$ cat config.mk
export PLATFORM = sky130hd
export DESIGN_NAME = serial_link_vc_credit_ctrl
export DESIGN_NICKNAME = d
export VERILOG_FILES = /design/src/rtl/serial_link_vc_credit_ctrl.sv
export SDC_FILE = /design/constraint.sdc
export NUM_CORES = 1
export LEC_CHECK = 0
export CAP_MARGIN = 20
export CORE_AREA = 2 2 69 71
export DETAILED_ROUTE_END_ITERATION = 16
export DIE_AREA = 0 0 71 73
export MAX_ROUTING_LAYER = met4
export SYNTH_ARGS = -nofsm -noshare
export SYNTH_HDL_FRONTEND = slang
export SYNTH_SLANG_ARGS = --single-unit
$ cat constraint.sdc
create_clock -name clk_i -period 5.14 [get_ports clk_i]
set_clock_uncertainty 0.1 [all_clocks]
set_input_delay 1.285 -clock clk_i [delete_from_list [all_inputs] [get_ports clk_i]]
set_output_delay 1.285 -clock clk_i [all_outputs]
set_load 0.02 [all_outputs]
$ cat src/rtl/serial_link_vc_credit_ctrl.sv
// Per-VC credit flow control for the serial link: sender credit counters and receiver credit returns.
// Latency: every output is decoded from registers, so an input is reflected one core_clk edge later.
// Backpressure: credits_avail_o gates the sender per VC; force_send_o asks for a credit-only flit.
//
// Ports:
//   clk_i, rst_ni            clock, asynchronous active-low reset
//   credits_avail_o          VC may send (credit counter non-zero)
//   send_i                   flit sent on VC this cycle
//   credits_in_valid_i/vc_i/credits_in_i   credits returned by the peer
//   consumed_i               local RX buffer slot freed per VC
//   credits_to_send_valid_o/vc_o/credits_to_send_o   return offered to the outgoing flit
//   credits_taken_i          outgoing flit carried the offered return
//   force_send_o             pending returns reached the threshold
//   err_o, clr_err_i         sticky protocol error per VC and its clear
// Optional feature: define SERIAL_LINK_CREDIT_ERR_EN to enable err_o; otherwise err_o is 0.
module serial_link_vc_credit_ctrl #(
  parameter int unsigned NumVc           = 2,
  parameter int unsigned NumCredits      = 8,
  parameter int unsigned ForceSendThresh = NumCredits - 2,
  parameter int unsigned CntW            = $clog2(NumCredits) + 1,
  parameter int unsigned VcW             = (NumVc > 1) ? $clog2(NumVc) : 1
) (
  input  logic             clk_i,
  input  logic             rst_ni,
  output logic [NumVc-1:0] credits_avail_o,
  input  logic [NumVc-1:0] send_i,
  input  logic             credits_in_valid_i,
  input  logic [VcW-1:0]   credits_in_vc_i,
  input  logic [CntW-1:0]  credits_in_i,
  input  logic [NumVc-1:0] consumed_i,
  output logic             credits_to_send_valid_o,
  output logic [VcW-1:0]   credits_to_send_vc_o,
  output logic [CntW-1:0]  credits_to_send_o,
  input  logic             credits_taken_i,
  output logic             force_send_o,
  output logic [NumVc-1:0] err_o,
  input  logic             clr_err_i
);

  localparam logic [CntW:0]   MaxSum  = (CntW+1)'(NumCredits);
  localparam logic [CntW-1:0] MaxCnt  = CntW'(NumCredits);
  localparam logic [CntW-1:0] ThrsCnt = CntW'(ForceSendThresh);

  logic [NumVc-1:0][CntW-1:0] cnt_q, cnt_d;
  logic [NumVc-1:0][CntW-1:0] pend_q, pend_d;
  // One extra bit so overflow past NumCredits is visible before saturation.
  logic [NumVc-1:0][CntW:0]   cnt_sum, pend_sum;

  logic            any_pend, force_d;
  logic [VcW-1:0]  sel_vc;
  logic [CntW-1:0] sel_cnt;

  // Return selection: largest pending count wins; strict '>' keeps the lowest index on ties.
  always_comb begin
    sel_vc   = '0;
    sel_cnt  = pend_q[0];
    any_pend = 1'b0;
    force_d  = 1'b0;
    for (int v = 0; v < int'(NumVc); v++) begin
      if (pend_q[v] > sel_cnt) begin
        sel_cnt = pend_q[v];
        sel_vc  = VcW'(v);
      end
      any_pend = any_pend | (pend_q[v] != '0);
      force_d  = force_d | (pend_q[v] >= ThrsCnt);
    end
  end

  always_comb begin
    cnt_sum  = '0;
    cnt_d    = '0;
    pend_sum = '0;
    pend_d   = '0;
    for (int v = 0; v < int'(NumVc); v++) begin
      // Sender: a send with no credit is dropped rather than wrapping the counter.
      cnt_sum[v] = {1'b0, cnt_q[v]}
                 - (CntW+1)'(send_i[v] && (cnt_q[v] != '0))
                 + ((credits_in_valid_i && (credits_in_vc_i == VcW'(v)))
                    ? {1'b0, credits_in_i} : '0);
      cnt_d[v]   = (cnt_sum[v] > MaxSum) ? MaxCnt : cnt_sum[v][CntW-1:0];

      // Receiver: a take clears the whole offered count; a same-cycle consume survives it.
      pend_sum[v] = ((credits_taken_i && any_pend && (sel_vc == VcW'(v)))
                     ? '0 : {1'b0, pend_q[v]})
                  + (CntW+1)'(consumed_i[v]);
      pend_d[v]   = (pend_sum[v] > MaxSum) ? MaxCnt : pend_sum[v][CntW-1:0];
    end
  end

  always_ff @(posedge clk_i or negedge rst_ni) begin
    if (!rst_ni) begin
      for (int v = 0; v < int'(NumVc); v++) begin
        cnt_q[v]  <= MaxCnt;
        pend_q[v] <= '0;
      end
    end else begin
      cnt_q  <= cnt_d;
      pend_q <= pend_d;
    end
  end

  always_comb begin
    for (int v = 0; v < int'(NumVc); v++) begin
      credits_avail_o[v] = (cnt_q[v] != '0);
    end
  end

  assign credits_to_send_valid_o = any_pend;
  assign credits_to_send_vc_o    = sel_vc;
  assign credits_to_send_o       = sel_cnt;
  assign force_send_o            = force_d;

`ifdef SERIAL_LINK_CREDIT_ERR_EN
  logic [NumVc-1:0] err_q, err_set;

  always_comb begin
    for (int v = 0; v < int'(NumVc); v++) begin
      err_set[v] = (send_i[v] && (cnt_q[v] == '0)) || (cnt_sum[v] > MaxSum);
    end
  end

  // A fresh error in the clear cycle is kept.
  always_ff @(posedge clk_i or negedge rst_ni) begin
    if (!rst_ni) begin
      err_q <= '0;
    end else begin
      err_q <= (clr_err_i ? '0 : err_q) | err_set;
    end
  end

  assign err_o = err_q;
`else
  logic unused_clr_err;
  assign unused_clr_err = clr_err_i;
  assign err_o          = '0;
`endif

endmodule

==> key figures, run 1 <==
Synth
  – Synth async-reset ratio: 100.0%
  – Number of synthesized flops with an enable pin: 0
  – Top FF cell, synth: dfrtp_1
  – Cell area after technology mapping: 0.001479 mm2
  – Seq/Total Area, Yosys: 27.24%
  – Syn avg cell area: 8.963 um2
  – Distinct cells, synth: 47
  – Gate Count Post-Synth: 165
  – Yosys warnings: 0
  – FF+latch count, synth: 16

Min path
  – HP Class: flop to flop

Clock tree
  – H-tree Lvls: 1
  – TritonCTS buffer count: 3
  – Root Buffer: clkbuf_8
  – Cts hold-fix bufs: 0
  – Clock buffer depth: 2
  – Post-CTS Repair Setup Buffers: 0
  – CTS tree: built
  – Post-cts resize count: 0
  – Reg clk slew, reported paths: 60 ps
  – Clock sinks: 16
  – Clock Latency Late Sink: 240 ps

Power
  – Leak pwr: 0.8298 nW
  – Maximum VDD drop: 0.0002749 V
  – Pwr dens: 638.7 mW/mm2

Die
  – IO Pins: 25
  – Die span in x: 71 um
  – Initial Utilization: 32.61%
  – Site row count: 25
  – Die ar.: 0.005183 mm2
  – Core area: 0.004536 mm2
  – Die Ht: 73 um

Routing
  – Final WL: 2.692 mm
  – Drt first pass iters: 4
  – DRC: 0
  – DR WL/cell: 11.17 um
  – DRT antenna net count: 0
  – Iter 0 DRT Violations: 56
  – DR vias: 1171
  – Vias per cell: 4.859

GRT
  – Initial antenna violation count: 0
  – Total Routing Usage GR: 11.49%
  – First-pass GRT wire length: 4.664 mm
  – Remaining Overflow, GRT: 0
  – Vias in the first global route: 1104
  – Largest net degree at the start of global routing: 17

STA
  – Worst hold slack: 521.1 ps
  – Slew @ Worst Pin: 669.0 ps
  – Worst slew margin: 55.26%
  – FMAX: 251.3 MHz
  – Setup violators final: 0
  – Fin. max-slew vios: 0
  – Hold Fails Final Rpt: 0
  – Fin crit share: 77.41%
  – Fin crit period: 3979 ps
  – RSZ-0062 raised after global routing: false
  – Fin Setup TNS: 0 ps

Run
  – Max capacitance violation total: 0

Setup path
  – CP startpoint kind: input pin
  – Worst setup EP type: flop
  – Crit path max fanout: 5
  – CP required: 5160 ps
  – Reg-to-reg slack, setup: 2010 ps
  – Crit path arrival time: 4000 ps
  – Crit Path Class: input pin to flop

Placement
  – Hpwl dp: 2.264 mm
  – Routability cong.: 0.8458
  – Post-Place Cells: 237
  – IO Port Bufs: 21

Final layout
  – Layout cells sized above 1: 8.021%
  – Non-filler cells in the finished layout: 241
  – Diodes inserted: 0
  – Commonest non-fill, non-tap cell in the layout: inv_1
  – Nets: 228
  – Commonest non-fill, non-tap cells in the layout: 28 x inv_1, 24 x ha_1, 21 x clkdlybuf4s50_1
  – Area Growth Syn to Fin: 20.22%

Outcome
  – Status: completed
[per-stage QoR]
step | area [um2] | utilization, % | power, mW | setup slack [ps]
2_1_floorplan | 1483 | - | 0.8553 | 1763
3_3_place_gp | 1723 | 37.99 | 1.029 | 924.2
3_5_place_dp | 1723 | 37.99 | 1.035 | 902.1
4_1_cts | 1778 | 39.20 | 1.150 | 1149
5_1_grt | 1778 | 39.20 | 1.248 | 983.4
6_report | 1778 | 39.20 | 1.136 | 1161
[registers in the layout, indices dropped and copies added, names as in the netlist]
signal and cells:
cnt_q 8, pend_q 8
[where the power goes]
group / switching [mW] / internal (mW) / leakage [nW]
Combinational: 0.425 / 0.373 / 0.596
Sequential: 0.0509 / 0.179 / 0.205
Clock: 0.0396 / 0.0678 / 0.0288
[cells by family (layout without fill, tap and decap cells)]
family / after synthesis / after routing / synth area share, %
flip-flops: 16 / 16 / 27.24
buffers and inverters: 32 / 53 / 9.644
AO/OA/AOI/OAI: 25 / 25 / 13.11
AND/OR/NAND/NOR: 58 / 58 / 22.17
adder cells (fa/ha/maj): 26 / 26 / 23.01
other: 1 / 2 / 0.2536
XOR/XNOR: 4 / 4 / 2.369
multiplexers: 3 / 3 / 2.200
[layout make-up]
cell class	count	area [um2]
clock buffers	4	55.05
fillers	461	2758
inverters	28	105.1
multi-input cells	118	937.1
flip-flops and latches	16	402.9
well taps	54	67.56
repair buffers	21	210.2
[synthesized netlist by cell type, drive strengths merged, types with 3 or more instances]
cell / count / area share [%]
inv: 28 / 7.1
ha: 24 / 20
dfrtp: 14 / 24
nand2: 12 / 3.0
nor2: 10 / 2.5
nand3: 9 / 3.0
nor2b: 7 / 3.0
o21ai: 6 / 2.0
and2: 4 / 1.9
buf: 4 / 2.5
nor3: 3 / 1.4
nor4: 3 / 2.1
o21a: 3 / 1.5
xor2: 3 / 1.8
[metal layers]
layer  GRT usage [%]  vias to the layer above  wire length [um]
met3           1.796                        4                60
met1           14.02                      549              1275
met4           4.612                        0                43
li1                -                      606                 -
met5               -                        -                 0
met2           19.11                       12              1313
[path summary, 6_finish.rpt]
| check | cells after the start | from | to |
|---|---|---|---|
| max | 13 | credits_in_valid_i | cnt_q[0]$_DFF_PN0_ |
| min | 2 | cnt_q[4]$_DFF_PN0_ | cnt_q[4]$_DFF_PN0_ |
| max reg2reg | 12 | cnt_q[1]$_DFF_PN0_ | cnt_q[0]$_DFF_PN0_ |
| min reg2reg | 2 | cnt_q[4]$_DFF_PN0_ | cnt_q[4]$_DFF_PN0_ |
| max in group asynchronous | 1 | rst_ni | pend_q[6]$_DFF_PN0_ |
| min in group asynchronous | 1 | rst_ni | pend_q[0]$_DFF_PN0_ |
[critical path, stage by stage]
cell and delay (ps):
clkdlybuf4s50_1 530, nor2b_1 260, nand2_1 120, ha_1 280, inv_1 50, ha_1 170, inv_1 60, fa_1 420
nand4bb_1 120, nor2_1 50, mux2_2 270, nor3_2 290, nor2b_1 90
(Power assumes the default switching activity.)
==> inputs of run 2 (changes only) <==
==> constraint.sdc (replaced) <==
create_clock -name clk_i -period 3.6 [get_ports clk_i]
set_clock_uncertainty 0.1 [all_clocks]
set_input_delay 0.9 -clock clk_i [delete_from_list [all_inputs] [get_ports clk_i]]
set_output_delay 0.9 -clock clk_i [all_outputs]
set_load 0.02 [all_outputs]
==> run 2 against run 1 <==
  * Via count up 2.2%
  * Combinational power increased by 52%
  * Largest power group unchanged
  * Non-clock buffer count is 8 higher
  * Worst setup slack worse by 950 ps
  * Register-to-register slack got worse by 1400 ps
  * Clock power increased by 16%
  * Hold slack gained 2.7 ps
  * Clock-buffer cell count fell by 1
  * Largest cell class unchanged
  * Die area unchanged
  * Core utilization up 1.2 points
==> key figures, run 2 (synthesized netlist as in run 1, its figures left out) <==
Outcome
  – Status: completed (unchanged)

Final layout
  – Nets: 236 (was 228)
  – Area Growth Syn to Fin: 24.03% (was 20.22%)
  – Diodes inserted: 0 (unchanged)
  – Layout cells sized above 1: 11.86% (was 8.021%)
  – Fin area: 0.001834 mm2 (was 0.001778 mm2)
  – Top flop regs: cnt_q (8), pend_q (8) (unchanged)
  – Commonest non-fill, non-tap cell in the layout: inv_1 (unchanged)
  – Commonest non-fill, non-tap cells in the layout: 28 x inv_1, 24 x ha_1, 20 x clkdlybuf4s50_1 (was 28 x inv_1, 24 x ha_1, 21 x clkdlybuf4s50_1)

Setup path
  – CP top delay family: buffers and inverters (was simple AND/OR/NAND/NOR gates)
  – Crit path arrival time: 2390 ps (was 4000 ps)
  – Crit path max fanout: 15 (was 5)
  – Slowest cell on crit path: clkdlybuf4s50_1 (unchanged)
  – CP required: 2600 ps (was 5160 ps)
  – Crit path largest cell delay: 610 ps (was 530 ps)
  – CP dominant cell by count: o21a_1
  – WP buf/inv: 2 (was 3)
  – Crit Path Class: flop to output port (was input pin to flop)
  – Crit-path cells: inv_1, ha_1, o21a_1, o21a_1, and2_4, o21ai_1, clkdlybuf4s50_1 (was clkdlybuf4s50_1, nor2b_1, nand2_1, ha_1, inv_1, ha_1, inv_1, fa_1, nand4bb_1, nor2_1, mux2_2, nor3_2, nor2b_1)
  – CP startpoint kind: flop (was input pin)
  – Worst setup EP type: output port (was flop)

STA
  – FMAX: 295.2 MHz
  – Hold Fails Final Rpt: 0 (unchanged)
  – Setup violators final: 0 (unchanged)
  – Worst slew margin: 54.71% (was 55.26%)
  – Fin crit share: 94.10%
  – Final WS setup: 212.4 ps (was 1161 ps)
  – Fin Setup TNS: 0 ps (unchanged)
  – Slew @ Worst Pin: 677.3 ps (was 669.0 ps)
  – Fin crit period: 3388 ps
  – Worst hold slack: 523.8 ps (was 521.1 ps)
  – Fin. max-slew vios: 0 (unchanged)
  – RSZ-0062 raised after global routing: false (unchanged)

Die
  – Die Ht: 73 um (unchanged)
  – Site row count: 25 (unchanged)
  – Die ar.: 0.005183 mm2 (unchanged)
  – Core area: 0.004536 mm2 (unchanged)
  – IO Pins: 25 (unchanged)
  – Die span in x: 71 um (unchanged)
  – Initial Utilization: 32.61% (unchanged)

Routing
  – Top Metal Used: met4 (unchanged)
  – DRC: 0 (unchanged)
  – Vias per cell: 4.827 (was 4.859)
  – Met1 wire length: 1.294 mm (was 1.275 mm)
  – Drt first pass iters: 4 (unchanged)
  – Routed wl met3: 58 um (was 60 um)
  – DR WL/cell: 11.21 um (was 11.17 um)
  – Final WL: 2.780 mm (was 2.692 mm)
  – DRT antenna net count: 0 (unchanged)
  – DR vias: 1197 (was 1171)
  – Wire length on met2: 1.399 mm (was 1.313 mm)
  – Iter 0 DRT Violations: 45 (was 56)

Power
  – Clock network power share: 7.6% (was 9.5%)
  – Pwr dens: 892.2 mW/mm2 (was 638.7 mW/mm2)
  – Sw Ratio: 45.43% (was 45.38%)
  – Maximum VDD drop: 0.0003478 V (was 0.0002749 V)
  – Sequential power share: 18.6% (was 20.2%)
  – Total internal power: 0.8931 mW (was 0.6203 mW)
  – Combinational share of power: 73.8% (was 70.3%)
  – Leak pwr: 0.8720 nW (was 0.8298 nW)
  – Psw: 0.7435 mW (was 0.5153 mW)

Clock tree
  – TritonCTS buffer count: 3 (unchanged)
  – Root Buffer: clkbuf_8 (unchanged)
  – Reg clk slew, reported paths: 50 ps (was 60 ps)
  – Clock buffer depth: 2 (unchanged)
  – Clock Latency Late Sink: 240 ps (about the same)
  – Cts hold-fix bufs: 0 (unchanged)
  – H-tree Lvls: 1 (unchanged)
  – CTS tree: built (unchanged)
  – Clock sinks: 16 (unchanged)

GRT
  – Remaining Overflow, GRT: 0 (unchanged)
  – Largest net degree at the start of global routing: 17 (unchanged)
  – First-pass GRT wire length: 4.940 mm (was 4.664 mm)
  – Vias in the first global route: 1145 (was 1104)
  – Total Routing Usage GR: 12.19% (was 11.49%)
  – Initial antenna violation count: 0 (unchanged)

Placement
  – Hpwl dp: 2.358 mm (was 2.264 mm)
  – IO Port Bufs: 21 (unchanged)
  – Routability cong.: 0.8233 (was 0.8458)
  – Post-placement cell area: 0.001783 mm2 (was 0.001723 mm2)
  – Worst slack at placement: -85.81 ps (was 902.1 ps)

Min path
  – HP Class: flop to flop (unchanged)

Run
  – Max capacitance violation total: 0 (unchanged)
==> run 2: cell count changes in the layout (fill, tap and decap cells not counted), sizes merged <==
cell,before,now
clkdlybuf4s50,21,20
dlymetal6s2s,0,1
clkbuf,4,3
buf,0,8
==> run 2: power groups by stage <==
stage	Combinational, mW	Sequential (mW)	Clock [mW]
floorplan	0.911	0.310	0
global placement	1.20	0.308	0
detailed placement	1.21	0.309	0
CTS	1.22	0.306	0.131
global route	1.34	0.313	0.140
finish	1.21	0.304	0.124
==> run 2: worst register-to-register path, delay by kind of cell (launching register included) <==
kind,cells,cell delay (ps)
simple gates,6,1230
fa+ha+maj,3,830
mux,1,280
flops,1,360
buf+inv,2,110
==> run 2: worst paths after layout <==
kind,startpoint,end,slack (ps),cells past startpoint
worst min register to register,cnt_q[0]$_DFF_PN0_,cnt_q[0]$_DFF_PN0_,520,2
min in group asynchronous,rst_ni,cnt_q[2]$_DFF_PN0_,980,1
worst max-delay path,pend_q[2]$_DFF_PN0_,credits_to_send_o[3],210,7
worst max register to register,cnt_q[3]$_DFF_PN1_,cnt_q[0]$_DFF_PN0_,570,12
worst min-delay path,cnt_q[0]$_DFF_PN0_,cnt_q[0]$_DFF_PN0_,520,2
max in group asynchronous,rst_ni,pend_q[3]$_DFF_PN0_,1950,1
==> run 2: area by class of cell <==
type	count	area, um2
Clock buffer	3	41.29
Timing Repair Buffer	29	272.8
Tap cell	54	67.56
Multi-Input combinational cell	118	943.4
Fill cell	466	2701
Inverter	28	105.1
Sequential cell	16	404.1
==> run 2: metal layers <==
layer | up-vias | track usage [%]
met5 | - | -
met4 | 0 | 3.774
met3 | 2 | 1.796
met2 | 12 | 20.56
met1 | 561 | 15.14
li1 | 622 | -
==> run 2: repair_timing <==
item / 4_1_cts / 5_1_grt
endpoints found under the setup margin: 0 / 4
gates resized for setup: 0 / 3
setup buffers: 0 / 0
==> run 2: through the flow <==
| stage | std cells | total power [mW] | utilization [%] |
|---|---|---|---|
| final | 248 | 1.637 | 40.44 |
| after global routing | 248 | 1.794 | 40.44 |
| after CTS | 248 | 1.653 | 40.22 |
| after detailed placement | 245 | 1.519 | 39.31 |
| after global placement | 245 | 1.507 | 39.31 |
| after floorplan | 166 | 1.221 | - |
